--- config.mk ---
export PLATFORM = sky130hd
export DESIGN_NAME = warp_dispatch_scheduler_flat
export DESIGN_NICKNAME = d
export VERILOG_FILES = /design/src/rtl/warp_dispatch_scheduler_if.sv /design/src/rtl/warp_dispatch_scheduler.sv /design/src/flat_wrapper.sv
export SDC_FILE = /design/constraint.sdc
export NUM_CORES = 1
export LEC_CHECK = 0
export CAP_MARGIN = 20
export CORE_MARGIN = 4
export CORE_UTILIZATION = 55
export CTS_BUF_LIST = sky130_fd_sc_hd__clkbuf_16
export DETAILED_ROUTE_END_ITERATION = 8
export GPL_ROUTABILITY_DRIVEN = 0
export MAX_ROUTING_LAYER = met4
export PLACE_DENSITY = 0.77
export SYNTH_ARGS = -nofsm -noshare
export SYNTH_HDL_FRONTEND = slang
export SYNTH_SLANG_ARGS = --single-unit
--- constraint.sdc ---
create_clock -name clk -period 6 [get_ports clk]
set_clock_uncertainty 0.1 [all_clocks]
set_input_delay 0.9 -clock clk [delete_from_list [all_inputs] [get_ports clk]]
set_output_delay 0.9 -clock clk [all_outputs]
set_load 0.01 [all_outputs]
--- src/rtl/warp_dispatch_scheduler_if.sv ---
// Warp dispatch scheduler bus.
// Groups the launch request, the descriptor issue channel and the warp
// completion channel into one bundle.
//   master : scheduler view (drives launch_ready, out_*, status)
//   slave  : environment view (drives launch, out_ready, finish)
// Signals:
//   launch_kernel / launch_ready          kernel launch handshake
//   num_incoming_threads[c], starting_pc[c]  per-core launch payload
//   out_valid / out_ready                 descriptor issue handshake
//   out_warp_id, out_core_id, out_pc, out_thread_mask  descriptor fields
//   finish_valid, finish_warp_id          warp completion (ID release)
//   active_warps, idle, release_error     status
interface warp_dispatch_scheduler_if #(
    parameter int NUM_SIMD_CORES   = 4,
    parameter int THREADS_PER_WARP = 8,
    parameter int MAX_WARPS        = 16,
    parameter int PC_W             = 32
);
    localparam int CID_W = (NUM_SIMD_CORES > 1) ? $clog2(NUM_SIMD_CORES) : 1;
    localparam int TC_W  = $clog2(THREADS_PER_WARP + 1);
    localparam int WID_W = (MAX_WARPS > 1) ? $clog2(MAX_WARPS) : 1;
    localparam int AW_W  = $clog2(MAX_WARPS + 1);

    logic                                 launch_kernel;
    logic                                 launch_ready;
    logic [NUM_SIMD_CORES-1:0][TC_W-1:0]  num_incoming_threads;
    logic [NUM_SIMD_CORES-1:0][PC_W-1:0]  starting_pc;
    logic                                 out_valid;
    logic                                 out_ready;
    logic [WID_W-1:0]                     out_warp_id;
    logic [CID_W-1:0]                     out_core_id;
    logic [PC_W-1:0]                      out_pc;
    logic [THREADS_PER_WARP-1:0]          out_thread_mask;
    logic                                 finish_valid;
    logic [WID_W-1:0]                     finish_warp_id;
    logic [AW_W-1:0]                      active_warps;
    logic                                 idle;
    logic                                 release_error;

    modport master (
        input  launch_kernel, num_incoming_threads, starting_pc,
               out_ready, finish_valid, finish_warp_id,
        output launch_ready, out_valid, out_warp_id, out_core_id, out_pc,
               out_thread_mask, active_warps, idle, release_error
    );

    modport slave (
        output launch_kernel, num_incoming_threads, starting_pc,
               out_ready, finish_valid, finish_warp_id,
        input  launch_ready, out_valid, out_warp_id, out_core_id, out_pc,
               out_thread_mask, active_warps, idle, release_error
    );
endinterface

--- src/rtl/warp_dispatch_scheduler.sv ---
// Warp dispatch scheduler.
// Expands a kernel launch (thread count + PC per SIMD core) into one warp
// descriptor per non-empty core, queues the descriptors, tags each with the
// lowest free warp ID when it enters the output register, and issues it over
// a valid/ready handshake. Completed warps return their IDs to the pool.
// Ports:
//   clk  rising-edge clock
//   rst  asynchronous active-high reset
//   bus  warp_dispatch_scheduler_if.master (launch, issue, finish, status)
module warp_dispatch_scheduler #(
    parameter int NUM_SIMD_CORES   = 4,
    parameter int THREADS_PER_WARP = 8,
    parameter int MAX_WARPS        = 16,
    parameter int QUEUE_DEPTH      = 8,
    parameter int PC_W             = 32
) (
    input  logic                             clk,
    input  logic                             rst,
    warp_dispatch_scheduler_if.master        bus
);
    localparam int CID_W = (NUM_SIMD_CORES > 1) ? $clog2(NUM_SIMD_CORES) : 1;
    localparam int TC_W  = $clog2(THREADS_PER_WARP + 1);
    localparam int WID_W = (MAX_WARPS > 1) ? $clog2(MAX_WARPS) : 1;
    localparam int AW_W  = $clog2(MAX_WARPS + 1);
    localparam int QA_W  = $clog2(QUEUE_DEPTH);

    function automatic logic [TC_W-1:0] clamp_cnt(input logic [TC_W-1:0] n);
        return (n > TC_W'(THREADS_PER_WARP)) ? TC_W'(THREADS_PER_WARP) : n;
    endfunction

    function automatic logic [THREADS_PER_WARP-1:0] lane_mask(input logic [TC_W-1:0] n);
        logic [THREADS_PER_WARP-1:0] m;
        for (int k = 0; k < THREADS_PER_WARP; k++) begin
            m[k] = (TC_W'(k) < n);
        end
        return m;
    endfunction

    // Staging: one slot per core, present bit cleared as each slot is pushed
    logic [NUM_SIMD_CORES-1:0] r_stg_vld;
    logic [PC_W-1:0]           r_stg_pc  [NUM_SIMD_CORES];
    logic [TC_W-1:0]           r_stg_cnt [NUM_SIMD_CORES];

    // Descriptor FIFO; pointers carry one extra wrap bit
    logic [CID_W-1:0] r_q_cid [QUEUE_DEPTH];
    logic [PC_W-1:0]  r_q_pc  [QUEUE_DEPTH];
    logic [TC_W-1:0]  r_q_cnt [QUEUE_DEPTH];
    logic [QA_W:0]    r_wr_ptr;
    logic [QA_W:0]    r_rd_ptr;

    // Warp ID pool and output register
    logic [MAX_WARPS-1:0]        r_alloc;
    logic [AW_W-1:0]             r_active;
    logic                        r_rel_err;
    logic                        r_out_valid;
    logic [WID_W-1:0]            r_out_wid;
    logic [CID_W-1:0]            r_out_cid;
    logic [PC_W-1:0]             r_out_pc;
    logic [THREADS_PER_WARP-1:0] r_out_mask;

    logic                 w_launch_ready;
    logic                 w_accept;
    logic                 w_stg_any;
    logic [CID_W-1:0]     w_stg_sel;
    logic                 w_empty;
    logic                 w_full;
    logic                 w_push;
    logic                 w_any_free;
    logic [WID_W-1:0]     w_free_id;
    logic                 w_fid_alloc;
    logic                 w_load;
    logic                 w_rel_ok;
    logic                 w_rel_bad;
    logic [MAX_WARPS-1:0] w_set_mask;
    logic [MAX_WARPS-1:0] w_clr_mask;

    assign w_launch_ready = ~|r_stg_vld;
    assign w_accept       = bus.launch_kernel && w_launch_ready;

    // Lowest-index present core: descending scan so the last hit wins
    always_comb begin
        w_stg_any = 1'b0;
        w_stg_sel = '0;
        for (int c = NUM_SIMD_CORES - 1; c >= 0; c--) begin
            if (r_stg_vld[c]) begin
                w_stg_any = 1'b1;
                w_stg_sel = CID_W'(c);
            end
        end
    end

    assign w_empty = (r_wr_ptr == r_rd_ptr);
    assign w_full  = (r_wr_ptr[QA_W] != r_rd_ptr[QA_W]) &&
                     (r_wr_ptr[QA_W-1:0] == r_rd_ptr[QA_W-1:0]);
    assign w_push  = w_stg_any && !w_full;

    // Allocation looks only at the pre-edge pool, so an ID freed this cycle
    // becomes allocatable one cycle later.
    always_comb begin
        w_any_free  = 1'b0;
        w_free_id   = '0;
        w_fid_alloc = 1'b0;
        for (int i = MAX_WARPS - 1; i >= 0; i--) begin
            if (!r_alloc[i]) begin
                w_any_free = 1'b1;
                w_free_id  = WID_W'(i);
            end
            if (bus.finish_warp_id == WID_W'(i)) begin
                w_fid_alloc = r_alloc[i];
            end
        end
    end

    assign w_load    = (!r_out_valid || bus.out_ready) && !w_empty && w_any_free;
    assign w_rel_ok  = bus.finish_valid && w_fid_alloc;
    assign w_rel_bad = bus.finish_valid && !w_fid_alloc;

    always_comb begin
        w_set_mask = '0;
        w_clr_mask = '0;
        for (int i = 0; i < MAX_WARPS; i++) begin
            w_set_mask[i] = w_load && (w_free_id == WID_W'(i));
            w_clr_mask[i] = w_rel_ok && (bus.finish_warp_id == WID_W'(i));
        end
    end

    always_ff @(posedge clk or posedge rst) begin
        if (rst) begin
            r_stg_vld <= '0;
        end else if (w_accept) begin
            for (int c = 0; c < NUM_SIMD_CORES; c++) begin
                r_stg_vld[c] <= (bus.num_incoming_threads[c] != '0);
            end
        end else if (w_push) begin
            r_stg_vld[w_stg_sel] <= 1'b0;
        end
    end

    always_ff @(posedge clk) begin
        if (w_accept) begin
            for (int c = 0; c < NUM_SIMD_CORES; c++) begin
                r_stg_pc[c]  <= bus.starting_pc[c];
                r_stg_cnt[c] <= clamp_cnt(bus.num_incoming_threads[c]);
            end
        end
    end

    always_ff @(posedge clk) begin
        if (w_push) begin
            r_q_cid[r_wr_ptr[QA_W-1:0]] <= w_stg_sel;
            r_q_pc[r_wr_ptr[QA_W-1:0]]  <= r_stg_pc[w_stg_sel];
            r_q_cnt[r_wr_ptr[QA_W-1:0]] <= r_stg_cnt[w_stg_sel];
        end
    end

    always_ff @(posedge clk or posedge rst) begin
        if (rst) begin
            r_wr_ptr <= '0;
            r_rd_ptr <= '0;
        end else begin
            if (w_push) r_wr_ptr <= r_wr_ptr + 1'b1;
            if (w_load) r_rd_ptr <= r_rd_ptr + 1'b1;
        end
    end

    always_ff @(posedge clk or posedge rst) begin
        if (rst) begin
            r_alloc     <= '0;
            r_active    <= '0;
            r_rel_err   <= 1'b0;
            r_out_valid <= 1'b0;
            r_out_wid   <= '0;
            r_out_cid   <= '0;
            r_out_pc    <= '0;
            r_out_mask  <= '0;
        end else begin
            r_alloc <= (r_alloc & ~w_clr_mask) | w_set_mask;
            case ({w_load, w_rel_ok})
                2'b10:   r_active <= r_active + AW_W'(1);
                2'b01:   r_active <= r_active - AW_W'(1);
                default: r_active <= r_active;
            endcase
            if (w_rel_bad) r_rel_err <= 1'b1;
            if (w_load) begin
                r_out_valid <= 1'b1;
                r_out_wid   <= w_free_id;
                r_out_cid   <= r_q_cid[r_rd_ptr[QA_W-1:0]];
                r_out_pc    <= r_q_pc[r_rd_ptr[QA_W-1:0]];
                r_out_mask  <= lane_mask(r_q_cnt[r_rd_ptr[QA_W-1:0]]);
            end else if (bus.out_ready) begin
                r_out_valid <= 1'b0;
            end
        end
    end

    assign bus.launch_ready    = w_launch_ready;
    assign bus.out_valid       = r_out_valid;
    assign bus.out_warp_id     = r_out_wid;
    assign bus.out_core_id     = r_out_cid;
    assign bus.out_pc          = r_out_pc;
    assign bus.out_thread_mask = r_out_mask;
    assign bus.active_warps    = r_active;
    assign bus.release_error   = r_rel_err;
    assign bus.idle            = w_launch_ready && w_empty && !r_out_valid &&
                                 (r_active == '0);
endmodule

--- src/flat_wrapper.sv ---
// flat-port wrapper written by rule: the top's interface ports become plain ports
module warp_dispatch_scheduler_flat 
#(
    parameter int NUM_SIMD_CORES   = 4,
    parameter int THREADS_PER_WARP = 8,
    parameter int MAX_WARPS        = 16,
    parameter int QUEUE_DEPTH      = 8,
    parameter int PC_W             = 32
)
  (clk, rst, bus_launch_kernel, bus_num_incoming_threads, bus_starting_pc, bus_out_ready, bus_finish_valid, bus_finish_warp_id, bus_launch_ready, bus_out_valid, bus_out_warp_id, bus_out_core_id, bus_out_pc, bus_out_thread_mask, bus_active_warps, bus_idle, bus_release_error);
  warp_dispatch_scheduler_if #(.NUM_SIMD_CORES(NUM_SIMD_CORES), .THREADS_PER_WARP(THREADS_PER_WARP), .MAX_WARPS(MAX_WARPS), .PC_W(PC_W)) bus_i ();
  input  logic clk;
  input  logic rst;
  input wire logic [$bits(bus_i.launch_kernel)-1:0] bus_launch_kernel;
  input wire logic [$bits(bus_i.num_incoming_threads)-1:0] bus_num_incoming_threads;
  input wire logic [$bits(bus_i.starting_pc)-1:0] bus_starting_pc;
  input wire logic [$bits(bus_i.out_ready)-1:0] bus_out_ready;
  input wire logic [$bits(bus_i.finish_valid)-1:0] bus_finish_valid;
  input wire logic [$bits(bus_i.finish_warp_id)-1:0] bus_finish_warp_id;
  output wire logic [$bits(bus_i.launch_ready)-1:0] bus_launch_ready;
  output wire logic [$bits(bus_i.out_valid)-1:0] bus_out_valid;
  output wire logic [$bits(bus_i.out_warp_id)-1:0] bus_out_warp_id;
  output wire logic [$bits(bus_i.out_core_id)-1:0] bus_out_core_id;
  output wire logic [$bits(bus_i.out_pc)-1:0] bus_out_pc;
  output wire logic [$bits(bus_i.out_thread_mask)-1:0] bus_out_thread_mask;
  output wire logic [$bits(bus_i.active_warps)-1:0] bus_active_warps;
  output wire logic [$bits(bus_i.idle)-1:0] bus_idle;
  output wire logic [$bits(bus_i.release_error)-1:0] bus_release_error;
  assign bus_i.launch_kernel = bus_launch_kernel;
  assign bus_i.num_incoming_threads = bus_num_incoming_threads;
  assign bus_i.starting_pc = bus_starting_pc;
  assign bus_i.out_ready = bus_out_ready;
  assign bus_i.finish_valid = bus_finish_valid;
  assign bus_i.finish_warp_id = bus_finish_warp_id;
  assign bus_launch_ready = bus_i.launch_ready;
  assign bus_out_valid = bus_i.out_valid;
  assign bus_out_warp_id = bus_i.out_warp_id;
  assign bus_out_core_id = bus_i.out_core_id;
  assign bus_out_pc = bus_i.out_pc;
  assign bus_out_thread_mask = bus_i.out_thread_mask;
  assign bus_active_warps = bus_i.active_warps;
  assign bus_idle = bus_i.idle;
  assign bus_release_error = bus_i.release_error;
  warp_dispatch_scheduler #(.NUM_SIMD_CORES(NUM_SIMD_CORES), .THREADS_PER_WARP(THREADS_PER_WARP), .MAX_WARPS(MAX_WARPS), .QUEUE_DEPTH(QUEUE_DEPTH), .PC_W(PC_W)) u_core (.clk(clk), .rst(rst), .bus(bus_i));
endmodule
# Word level (Yosys, flattened, before mapping)
# Memories as Yosys holds them, arrays and structs flattened. A register that Yosys moved wholly into a read port is not among the register bits.
# Cells that the tools add are included.
[word_totals]
reg_bits = 47
output_inout_bits = 55
ramBits = 448
n_memories = 5
[mem_list]
columns = ["name", "depth", "width", "read_ports", "rd_ports_with_merged_regs", "write_ports", "line", "source"]
rows = [
  ["u_core.r_q_pc", 8, 32, 1, 1, 1, "warp_dispatch_scheduler.sv:46", "logic [PC_W-1:0] r_q_pc [QUEUE_DEPTH];"],
  ["u_core.r_stg_pc", 4, 32, 1, 0, 4, "warp_dispatch_scheduler.sv:41", "logic [PC_W-1:0] r_stg_pc [NUM_SIMD_CORES];"],
  ["u_core.r_q_cnt", 8, 4, 1, 0, 1, "warp_dispatch_scheduler.sv:47", "logic [TC_W-1:0] r_q_cnt [QUEUE_DEPTH];"],
  ["u_core.r_q_cid", 8, 2, 1, 1, 1, "warp_dispatch_scheduler.sv:45", "logic [CID_W-1:0] r_q_cid [QUEUE_DEPTH];"],
  ["u_core.r_stg_cnt", 4, 4, 1, 0, 4, "warp_dispatch_scheduler.sv:42", "logic [TC_W-1:0] r_stg_cnt [NUM_SIMD_CORES];"],
]
[classes]
n_mux = 71
magnitude_cmp = 14
n_bitwise = 5
reduce_logical = 60
n_eq_ne = 35
n_addsub = 4
[op_table]
columns = ["operator", "count"]
rows = [
  ["2-to-1 mux 4 bit", 22],
  ["equality test 4 bit, second input constant", 16],
  ["logical AND 1 bit", 43],
  ["2-to-1 mux 1 bit", 43],
  ["equality test 4 x 3 -> 1 bit, second input constant", 8],
  ["bitwise AND 16 bit", 1],
  ["equality test 4 x 2 -> 1 bit, second input constant", 4],
  ["greater-than comparator 4 bit, second input constant", 4],
  ["less-than comparator 3 x 4 -> 1 bit, first input constant", 4],
  ["inverter 16 bit", 1],
  ["OR 16 bit", 1],
  ["nonzero test 4 bit", 4],
  ["one-hot mux 5 bit (2 select lines)", 1],
  ["adder 4 x 1 -> 4 bit, second input constant", 2],
  ["equality test 4 x 1 -> 1 bit, second input constant", 2],
  ["zero test 4 bit", 2],
  ["less-than comparator 1 x 4 -> 1 bit, first input constant", 2],
  ["less-than comparator 2 x 4 -> 1 bit, first input constant", 2],
  ["2-to-1 mux 2 bit", 4],
  ["nonzero test 2 bit", 3],
  ["adder 5 x 1 -> 5 bit, second input constant", 1],
  ["zero test 1 bit", 5],
  ["zero test 5 bit", 1],
  ["subtractor 5 x 1 -> 5 bit, second input constant", 1],
  ["12 further kinds", 12],
]

# Logic depth before layout (Yosys ltp)
# Gate-level depths: netlist (run 1).
[logic_depth]
word_depth = 22
depth_mapped = 15
ltp_nobuf = 12

# Worst setup path before layout (run 1)
# Ideal clock, no wire load.
[synth_timing]
kind = "register to register"
from = "reg u_core.r_stg_vld[0]"
to = "mem u_core.r_stg_cnt[0][0] (netlist bit) (enable)"
t_arrival_ps = 4348
setup_slack_ps = 1055
n_path_buf = 1
setup_time_ps = 496
path_stages_with_launch = 5
cell_sequence = "dfrtp_1 -> clkbuf_1 -> nor4_1 -> nand2_1 -> inv_1"
[synth_rtl]
columns = ["element", "line", "source"]
rows = [
  ["start: declaration", "warp_dispatch_scheduler.sv:40", "logic [NUM_SIMD_CORES-1:0] r_stg_vld;"],
  ["start signal: indexed assignment", "warp_dispatch_scheduler.sv:132", "r_stg_vld[c] <= (bus.num_incoming_threads[c] != '0);"],
  ["end: declaration", "warp_dispatch_scheduler.sv:42", ""],
]

# Final worst setup path (run 1)
[layout_timing]
from = "in bus_finish_warp_id[0]"
to = "reg u_core.r_active[4] (netlist: u_core.bus.active_warps[4])"
[layout_via]
elab_chain_cells = 20
[layout_rtl]
columns = ["element", "line", "source"]
rows = [
  ["start: declaration", "flat_wrapper.sv:19", "input wire logic [$bits(bus_i.finish_warp_id)-1:0] bus_finish_warp_id;"],
  ["equality test 4 bit", "warp_dispatch_scheduler.sv:108", "if (bus.finish_warp_id == WID_W'(i)) begin"],
  ["2-to-1 mux 1 bit (15 in a row)", "warp_dispatch_scheduler.sv:108", ""],
  ["2-to-1 mux 1 bit *", "warp_dispatch_scheduler.sv:108", ""],
  ["logical AND 1 bit *", "warp_dispatch_scheduler.sv:115", "assign w_rel_ok = bus.finish_valid && w_fid_alloc;"],
  ["equality test 2 x 1 -> 1 bit or equality test 2 bit (tied branches)", "warp_dispatch_scheduler.sv:178", "case ({w_load, w_rel_ok})"],
  ["one-hot mux 5 bit (2 select lines) or nonzero test 2 bit (tied branches)", "-", ""],
  ["end signal: assignment", "warp_dispatch_scheduler.sv:179", "2'b10: r_active <= r_active + AW_W'(1);"],
  ["end signal: assignment", "warp_dispatch_scheduler.sv:180", "2'b01: r_active <= r_active - AW_W'(1);"],
  ["end signal: assignment", "warp_dispatch_scheduler.sv:181", "default: r_active <= r_active;"],
  ["end: declaration", "warp_dispatch_scheduler.sv:53", "logic [AW_W-1:0] r_active;"],
]
# Mark *: on every way between the ends. The rest lies on a longest branch, timed or not.
# A chain may end at the register's enable or synchronous reset.

==> results_dict.tcl, run 1 <==
set metrics [dict create \
    status "finished, final reports clean" \
    start_kind "input port" \
    grt_pass1_wl_mm 67.6 \
    drv_cap 0 \
    crit_path_end_kind "flop" \
    fin_cells 1942 \
    min_path_type "flop to flop" \
    initial_core_util_pct 56.2 \
    maxSlewHeadroom_pct 24.0 \
    dp_hpwl_mm 26.3 \
    postCtsHoldBufs 0 \
    cp_slowest_cell "a221o_1" \
    synth_top_area_cell "edfxtp_1" \
    placedCellCount 1844 \
    grt_usage_pct 21.9 \
    grtUsageMet2_pct 35.0 \
    clockBufferDepth 3 \
    cts_setup_buffers 0 \
    portBuffers 207 \
    syn_inst 1174 \
    worstPathCellList "clkdlybuf4s50_1 -> buf_4 -> and3b_1 -> or4_1 -> a221o_1 -> a211oi_2 -> buf_4 -> ha_1 -> xor2_1 -> ha_1 -> o21a_1 -> o22a_1 -> a21oi_1 -> mux2i_1 -> xnor2_1" \
    detail_route.vias_per_cell 5.89 \
    power.density_mw_per_mm2 561 \
    drc 0 \
    placed_area_mm2 0.0235 \
    die_w_um 202 \
    fill_cells 2449 \
    wl_mm 43.7 \
    synth_warnings 0 \
    syn_area_mm2 0.0208 \
    hold_viol_final 0 \
    post-route-period-util_pct 74.4 \
    ant_nets 0 \
    cts_buffers 52 \
    drt_pass1_iterations 7 \
    fin_setup_tns_ns 0 \
    cp.arrival_ns 4.87 \
    period_minus_slack_ns 4.46 \
    cts_sinks 529 \
    irDropWorstVdd_uv 371 \
    synth.distinct_cells 58 \
    antenna_cells 0 \
    grt_pass1_vias 11699 \
    min-delay-start "u_core.bus.out_pc[8]" \
    synth_commonest_cells "edfxtp_1 (448), o21ai_0 (83), dfrtp_1 (81), mux2i_1 (76), mux4_2 (76)" \
    drtIter0Drc 901 \
    rsz0062_at_grt "false" \
    critPathLaunch "bus_finish_warp_id[0]" \
    fin_hold_ws_ns 0.377 \
    path_class "input port to flop" \
    vias 11430 \
    ys_seq_area_share_pct 74.5 \
    use_met3_pct 3.87 \
    tightest_slew_ns 1.13 \
    synth_ff_type "edfxtp_1" \
    finalSetupViolations 0 \
    synth_edf_count 448 \
    multi_input_area_mm2 0.00498 \
    final_area_mm2 0.0251 \
    cp.required_ns 6.41 \
    synth_area_leaders "edfxtp_1 (65%), dfrtp_1 (9.8%), mux4_2 (8.2%), mux2i_1 (3.7%), o21ai_0 (2.0%)" \
    top_usage_layer "met2" \
    critPathMaxFanout 25 \
    grt.overflow.total 0 \
    htree_levels 2 \
    post-route-util_pct 68.0 \
    die_area_mm2 0.0409 \
    synth_most_common_cell "edfxtp_1" \
    ioPinCount 208 \
    tritoncts "built" \
    synth_top_area_share_pct 64.8 \
    rr_startpoint "u_core.r_wr_ptr[2]" \
    fmax_mhz 224 \
    async_reset_ff_share_pct 15.3 \
    fp.coreArea_mm2 0.0370 \
    slew_violations 0 \
    grt_max_degree 145 \
    p_leak_uw 0.00865 \
    seqCellArea_mm2 0.0155 \
    root_buffer "clkbuf_16" \
    grt_antenna_before_repair 0 \
    drive_above_1_share_pct 14.2 \
    synth_fp_nets 1333 \
    clock_latency_ns 0.59 \
    ys_seq_elements 529 \
    die_y_um 202 \
    postSynthAreaPerCell_um2 17.7 \
    met1_usage_pct 29.7 \
    rows 70 \
    cts_resized 0 \
    cts.reportedPaths.clkPinSlew_ns 0.06 \
    drt-wirelength-per-cell_um 22.5 \
    cpPeakStageDelay_ns 0.56 \
    nNetsFinal 1555 \
    syn2layout_area_growth_pct 21.0 \
]
## power breakdown
| part | internal (uW) | switching [uW] | leakage (uW) | total [uW] |
|---|---|---|---|---|
| Sequential | 5870 | 455 | 0.00504 | 6330 |
| Clock | 1750 | 1320 | 0.000849 | 3070 |
| Combinational | 1850 | 2850 | 0.00275 | 4700 |
| Total | 9470 | 4620 | 0.00865 | 14100 |
## cell families after synthesis
family	synth area share, %
DFF	74.5
buffers and inverters	1.83
AOI/OAI and AO/OA	6.34
adders and majority gates	0.361
xor gates and xnor gates	0.675
and+or+nand+nor	4.08
muxes	12.2
## worst paths after layout
check | endpoint | slack [ns] | depth (start not counted)
min | u_core.bus.out_pc[8] | 0.38 | 2
max | u_core.bus.active_warps[4] | 1.54 | 15
min in group asynchronous | u_core.bus.out_pc[20] | 0.61 | 2
max in group asynchronous | u_core.r_rd_ptr[0] | 4.05 | 3
min reg2reg | u_core.bus.out_pc[8] | 0.38 | 2
max reg2reg | u_core.bus.active_warps[4] | 1.96 | 12
## final cells by class
type / instances / area share [%]
clock buffers: 52 / 5.18
clock inverters: 44 / 1.30
inverters: 25 / 0.408
multi-input cells: 553 / 19.8
flip-flops and latches: 529 / 61.6
well taps: 504 / 2.51
repair buffers: 235 / 9.14
## state kept, by name (all words and copies together) (netlist names)
signal,count
u_core.r_wr_ptr,4
u_core.bus.active_warps,5
u_core.bus.out_core_id,2
u_core.bus.out_pc,32
u_core.r_stg_pc,128
u_core.r_rd_ptr,4
u_core.bus.out_warp_id,4
u_core.r_q_cnt,32
u_core.r_alloc,16
u_core.bus.out_valid,1
u_core.r_q_pc,256
u_core.bus.release_error,1
u_core.r_stg_vld,4
u_core.r_stg_cnt,16
u_core.r_q_cid,16
u_core.bus.out_thread_mask,8
## critical path: cells and delay by family
kind	cells	cell delay, ns
AO/OA/AOI/OAI	5	1.39
XOR/XNOR	2	0.25
adder cells (fa/ha/maj)	2	0.55
buffers and inverters	3	0.81
multiplexers	1	0.25
AND/OR/NAND/NOR	2	0.71
## layout by cell type, fill, tap and decap left out, drive strengths merged, types with 5 or more instances in the layout
cell	count
nand2	71
buf	26
and4	5
xor2	6
ha	6
a21oi	17
nand3	10
nor2b	17
mux4	76
mux2	5
inv	39
o22ai	9
nand2b	6
clkinv	26
dfrtp	81
clkdlybuf4s50	207
o21ai	85
mux2i	76
nand4	7
nor4	7
xnor2	10
a211oi	5
a2111oi	8
a22oi	37
edfxtp	448
clkbuf	54
o32ai	6
nor2	30
nor3	8
## metrics by stage
stage / power (uW) / setup slack (ns)
final: 14100 / 1.54
after global routing: 14900 / 1.36
after floorplan: 9310 / 1.06
after global placement: 10900 / 1.11
after detailed placement: 11100 / 0.974
after CTS: 14200 / 1.58
## per-layer routing
metal | wire [um] | up-vias | share of wire, %
met3 | 3070 | 67 | 7.0
met1 | 17900 | 5786 | 41
li1 | - | 5112 | -
met2 | 21700 | 465 | 50
met4 | 1040 | 0 | 2.4
met5 | 0 | - | 0
Note: power is estimated with default switching activity, not from simulation.
==> run 2, diff against run 1 <==
Settings changed: CORE_UTILIZATION 55 to 51, PLACE_DENSITY 0.77 to 0.75.
Clock period 6 ns to 4.01 ns, I/O delays scaled along.
==> results_dict.tcl, run 2 (synthesized netlist as in run 1, its figures left out) <==
set metrics [dict create \
    crit_path_end_kind "flop" \
    power.density_mw_per_mm2 841 \
    grt.overflow.total 0 \
    rows 73 \
    tritoncts "built" \
    min_path_type "flop to flop" \
    finalSetupViolations 0 \
    layout_setup_ws_ns 0.500 \
    grt_pass1_wl_mm 67.9 \
    ff2ff_setup_slack_ns 0.56 \
    portBuffers 207 \
    initial_core_util_pct 51.9 \
    largest_reg_flops 256 \
    status "finished, final reports clean" \
    dp_slack_ns -0.0466 \
    cts_buffers 53 \
    fmax_mhz 285 \
    htree_levels 2 \
    min-delay-start "u_core.bus.out_pc[8]" \
    drt_pass1_iterations 5 \
    final_common_cell "edfxtp_1" \
    path_class "input port to flop" \
    ant_nets 0 \
    cp_slowest_cell "or4_1" \
    p_sw_share_pct 32.3 \
    root_buffer "clkbuf_16" \
    detail_route.vias_per_cell 5.82 \
    critPathMaxFanout 3 \
    cp.required_ns 4.41 \
    drtIter0Drc 1048 \
    p_leak_uw 0.00878 \
    antenna_cells 0 \
    fin_cells 1984 \
    rr_startpoint "u_core.r_alloc[15]" \
    drv_cap 0 \
    fp.coreArea_mm2 0.0400 \
    drive_above_1_share_pct 15.8 \
    clockBufferDepth 3 \
    wl_mm 44.0 \
    slew_violations 0 \
    grt_antenna_before_repair 0 \
    tightest_slew_ns 1.04 \
    r2r_end "u_core.bus.active_warps[4]" \
    die_y_um 210 \
    ioPinCount 208 \
    cts.reportedPaths.clkPinSlew_ns 0.06 \
    whs_endpoint "u_core.bus.out_pc[8]" \
    rsz0062_at_grt "false" \
    path_common_cell "ha_1" \
    fin_hold_ws_ns 0.379 \
    comb_power_share_pct 32.9 \
    cpPeakStageDelay_ns 0.53 \
    drc 0 \
    clock_latency_ns 0.58 \
    p_sw_uw 6910 \
    worstPathCellList "clkdlybuf4s50_1 -> and3b_1 -> or4_1 -> a221o_1 -> a211oi_2 -> ha_1 -> xor2_1 -> ha_1 -> o21a_1 -> o22a_1 -> a21oi_1 -> mux2i_1 -> xnor2_1" \
    p_int_uw 14500 \
    maxSlewHeadroom_pct 29.6 \
    post-route-period-util_pct 87.5 \
    seq_power_share_pct 44.3 \
    syn2layout_area_growth_pct 22.5 \
    vias 11538 \
    placedCellCount 1885 \
    nNetsFinal 1574 \
    cp.arrival_ns 3.91 \
    die_w_um 210 \
    grt_pass1_vias 11940 \
    start_kind "input port" \
    reg2reg_depth 12 \
    post-route-util_pct 63.6 \
    grt_max_degree 81 \
    cts_sinks 529 \
    cts_setup_buffers 0 \
    clock_power_share_pct 22.7 \
    drt-wirelength-per-cell_um 22.2 \
    grt_usage_pct 20.5 \
    hold_viol_final 0 \
    fill_cells 2810 \
    irDropWorstVdd_uv 463 \
    die_area_mm2 0.0440 \
    cts_resized 0 \
    postCtsHoldBufs 0 \
    final_cell_mix "edfxtp_1 (448), clkdlybuf4s50_1 (207), o21ai_0 (83)" \
    dp_hpwl_mm 26.8 \
    whs_path_depth 2 \
    period_minus_slack_ns 3.51 \
]
[run 2: per-stage QoR]
step	total power [uW]	instance area, um2	TNS [ns]
floorplan	13900	20800	0
global placement	16500	23700	0
detailed placement	16800	23700	-0.0466
CTS	21600	25400	0
global route	22600	25400	0
finish	21400	25400	0
[run 2: critical path: cells and delay by family]
family                     cells  cell delay (ns)
muxes                          1             0.23
adders and majority gates      2             0.46
xor gates and xnor gates       2             0.21
AOI/OAI and AO/OA              5             1.23
and+or+nand+nor                2             0.72
buffers and inverters          1             0.44
[run 2: how the worst max path moves through the flow]
| stage | start | to | slack (ns) | cells past startpoint |
|---|---|---|---|---|
| 2_1_floorplan | bus_finish_warp_id[1] | u_core.bus.active_warps[4] | 0.22 | 13 |
| 4_1_cts | bus_finish_warp_id[1] | u_core.bus.active_warps[4] | 0.55 | 13 |
| 3_5_place_dp | bus_finish_warp_id[1] | u_core.bus.active_warps[4] | -0.05 | 13 |
| 5_1_grt | bus_finish_warp_id[1] | u_core.bus.active_warps[4] | 0.35 | 13 |
| 6_report | bus_finish_warp_id[1] | u_core.bus.active_warps[4] | 0.50 | 13 |
| 3_3_place_gp | bus_finish_warp_id[1] | u_core.bus.active_warps[4] | 0.01 | 13 |
[run 2: layer usage]
metal / track usage [%] / up-vias / routed length, um
li1: - / 5157 / -
met1: 26.5 / 5856 / 17900
met2: 33.7 / 448 / 22100
met3: 3.93 / 77 / 2910
met4: 6.08 / 0 / 1130
met5: - / - / 0
[run 2: area by class of cell]
cell class                      instances  area [um2]  share of cell area [%]
Clock buffer                           55        1380                    5.41
Clock inverter                         44         355                    1.40
Inverter                               25         100                   0.393
Multi-Input combinational cell        553        4990                    19.6
Sequential cell                       529       15500                    60.9
Tap cell                              525         657                    2.58
Timing Repair Buffer                  253        2470                    9.70
[run 2: power by group through the flow]
stage	sequential [uW]	clock, uW	combinational (uW)
2_1_floorplan	9410	0	4490
3_3_place_gp	9480	0	7000
3_5_place_dp	9600	0	7170
4_1_cts	9500	4960	7190
5_1_grt	9650	5210	7720
6_report	9490	4870	7050
==> run 3, diff against run 2 <==
Settings changed: CORE_ASPECT_RATIO set to 0.6, GPL_TIMING_DRIVEN set to 0.
==> results_dict.tcl, run 3 (synthesized netlist as in run 1, its figures left out) <==
set metrics [dict create \
    period_minus_slack_ns 3.80 \
    grt.overflow.total 0 \
    clock_latency_ns 0.58 \
    critPathMaxFanout 8 \
    grtUsageMet2_pct 35.0 \
    fin_hold_ws_ns 0.351 \
    drt-wirelength-per-cell_um 24.3 \
    fin_cells 2015 \
    portBuffers 207 \
    grt_pass1_wl_mm 73.2 \
    rr_startpoint "u_core.r_wr_ptr[1]" \
    dp_hpwl_mm 32.5 \
    hold_viol_final 0 \
    grt_usage_pct 22.9 \
    crit_buf_inv 1 \
    grt_max_degree 49 \
    cts_sinks 529 \
    drtIter0Drc 1304 \
    status "finished, final reports clean" \
    tritoncts "built" \
    drt_pass1_iterations 6 \
    htree_levels 2 \
    final_common_cell "edfxtp_1" \
    wl_mm 48.9 \
    die_w_um 269 \
    p_leak_uw 0.00883 \
    tightest_slew_ns 1.12 \
    ioPinCount 208 \
    vias 11967 \
    power.density_mw_per_mm2 854 \
    path_class "input port to flop" \
    nNetsFinal 1611 \
    maxSlewHeadroom_pct 24.3 \
    placedCellCount 1924 \
    top_usage_layer "met2" \
    clockBufferDepth 3 \
    multi_input_area_mm2 0.00501 \
    root_buffer "clkbuf_16" \
    syn2layout_area_growth_pct 23.7 \
    cts_buffers 48 \
    detail_route.vias_per_cell 5.94 \
    fp.coreArea_mm2 0.0397 \
    die_area_mm2 0.0441 \
    cp.required_ns 4.40 \
    cpLargestDelayFamily "compound AO/OA/AOI/OAI gates" \
    worstPathCellList "clkdlybuf4s50_1 -> and3b_1 -> or4_1 -> a221o_1 -> a211oi_4 -> ha_4 -> xor2_1 -> ha_1 -> o21a_1 -> o22a_1 -> a21oi_1 -> mux2i_1 -> xnor2_1" \
    cp_slowest_cell "or4_1" \
    fmax_mhz 263 \
    start_kind "input port" \
    initial_core_util_pct 52.4 \
    grt_pass1_vias 12042 \
    rsz0062_at_grt "false" \
    ant_nets 0 \
    critPathLaunch "bus_finish_warp_id[0]" \
    drv_cap 0 \
    irDropWorstVdd_uv 384 \
    slew_violations 0 \
    drive_above_1_share_pct 15.1 \
    placed_area_mm2 0.0240 \
    fill_cells 2680 \
    cpPeakStageDelay_ns 0.57 \
    finalSetupViolations 0 \
    grt_antenna_before_repair 0 \
    reg2reg_depth 10 \
    crit_path_end_kind "flop" \
    ff2ff_setup_slack_ns 0.28 \
    post-route-period-util_pct 94.8 \
    use_met3_pct 3.89 \
    met1_usage_pct 33.1 \
    final_cell_mix "edfxtp_1 (448), clkdlybuf4s50_1 (207), o21ai_0 (83)" \
    cp.arrival_ns 4.19 \
    largest_reg_flops 256 \
    drc 0 \
    final_area_mm2 0.0257 \
    seqCellArea_mm2 0.0155 \
    finalPower_uw 21900 \
    r2r_end "u_core.bus.out_pc[25]" \
    rows 56 \
    die_y_um 164 \
    cts.reportedPaths.clkPinSlew_ns 0.07 \
    min_path_type "input port to async pin" \
]
run 3: cell types whose count changed in the layout (fill, tap and decap cells not counted), sizes merged:
| cell | before | now |
|---|---|---|
| bufinv | 6 | 7 |
| clkbuf | 55 | 92 |
| inv | 36 | 33 |
| clkinvlp | 4 | 5 |
| diode | 0 | 1 |
| clkinv | 23 | 20 |
run 3: per-layer routing:
metal	up-vias	share of wire [%]	wire length, um
met5	-	0	0
met4	0	2.1	1040
met3	75	7.8	3810
met2	536	47	22900
met1	6114	43	21100
li1	5242	-	-
run 3: worst max path at each step:
stage	to	cells after the start	slack, ns
2_1_floorplan	u_core.bus.active_warps[4]	13	0.22
3_3_place_gp	u_core.r_q_pc[2][24]	6	-1.66
3_5_place_dp	u_core.bus.active_warps[4]	14	-0.90
4_1_cts	u_core.bus.active_warps[4]	13	0.11
5_1_grt	u_core.bus.active_warps[4]	13	0.03
6_report	u_core.bus.active_warps[4]	13	0.21
run 3: repair_timing:
item	4_1_cts	5_1_grt
hold endpoints to repair	0	0
hold buffers	0	0
cloned	0	0
gates resized for setup	3	2
setup buffers	2	0
pin swaps	1	0
endpoints found under the setup margin	3	1
run 3: where the power goes:
part / switching, uW / internal (uW)
Sequential: 594 / 8750
Combinational: 4820 / 3060
Clock: 2000 / 2720
Total: 7410 / 14500
run 3: cell type report:
type,count,share of cell area [%]
multi-input combinational,553,19.5
buffer,65,1.08
timing repair buffer,230,9.88
inverter,25,0.404
antenna,1,0.00974
clock buffer,50,4.87
sequential,529,60.2
tap,522,2.54
clock inverter,40,1.48
run 3: through the flow:
stage	setup slack, ns	setup TNS (ns)	utilization [%]
final	0.209	0	64.8
after global routing	0.0308	0	64.8
after CTS	0.106	0	64.8
after detailed placement	-0.904	-2.06	60.6
after global placement	-1.66	-536.66	59.3
after floorplan	0.222	0	-
run 3: worst register-to-register path, delay by kind of cell (launching register included):
kind / cells / cell delay, ns
flip-flops: 1 / 0.39
buffers and inverters: 5 / 1.85
AND/OR/NAND/NOR: 1 / 0.15
XOR/XNOR: 1 / 0.42
AO/OA/AOI/OAI: 3 / 0.74
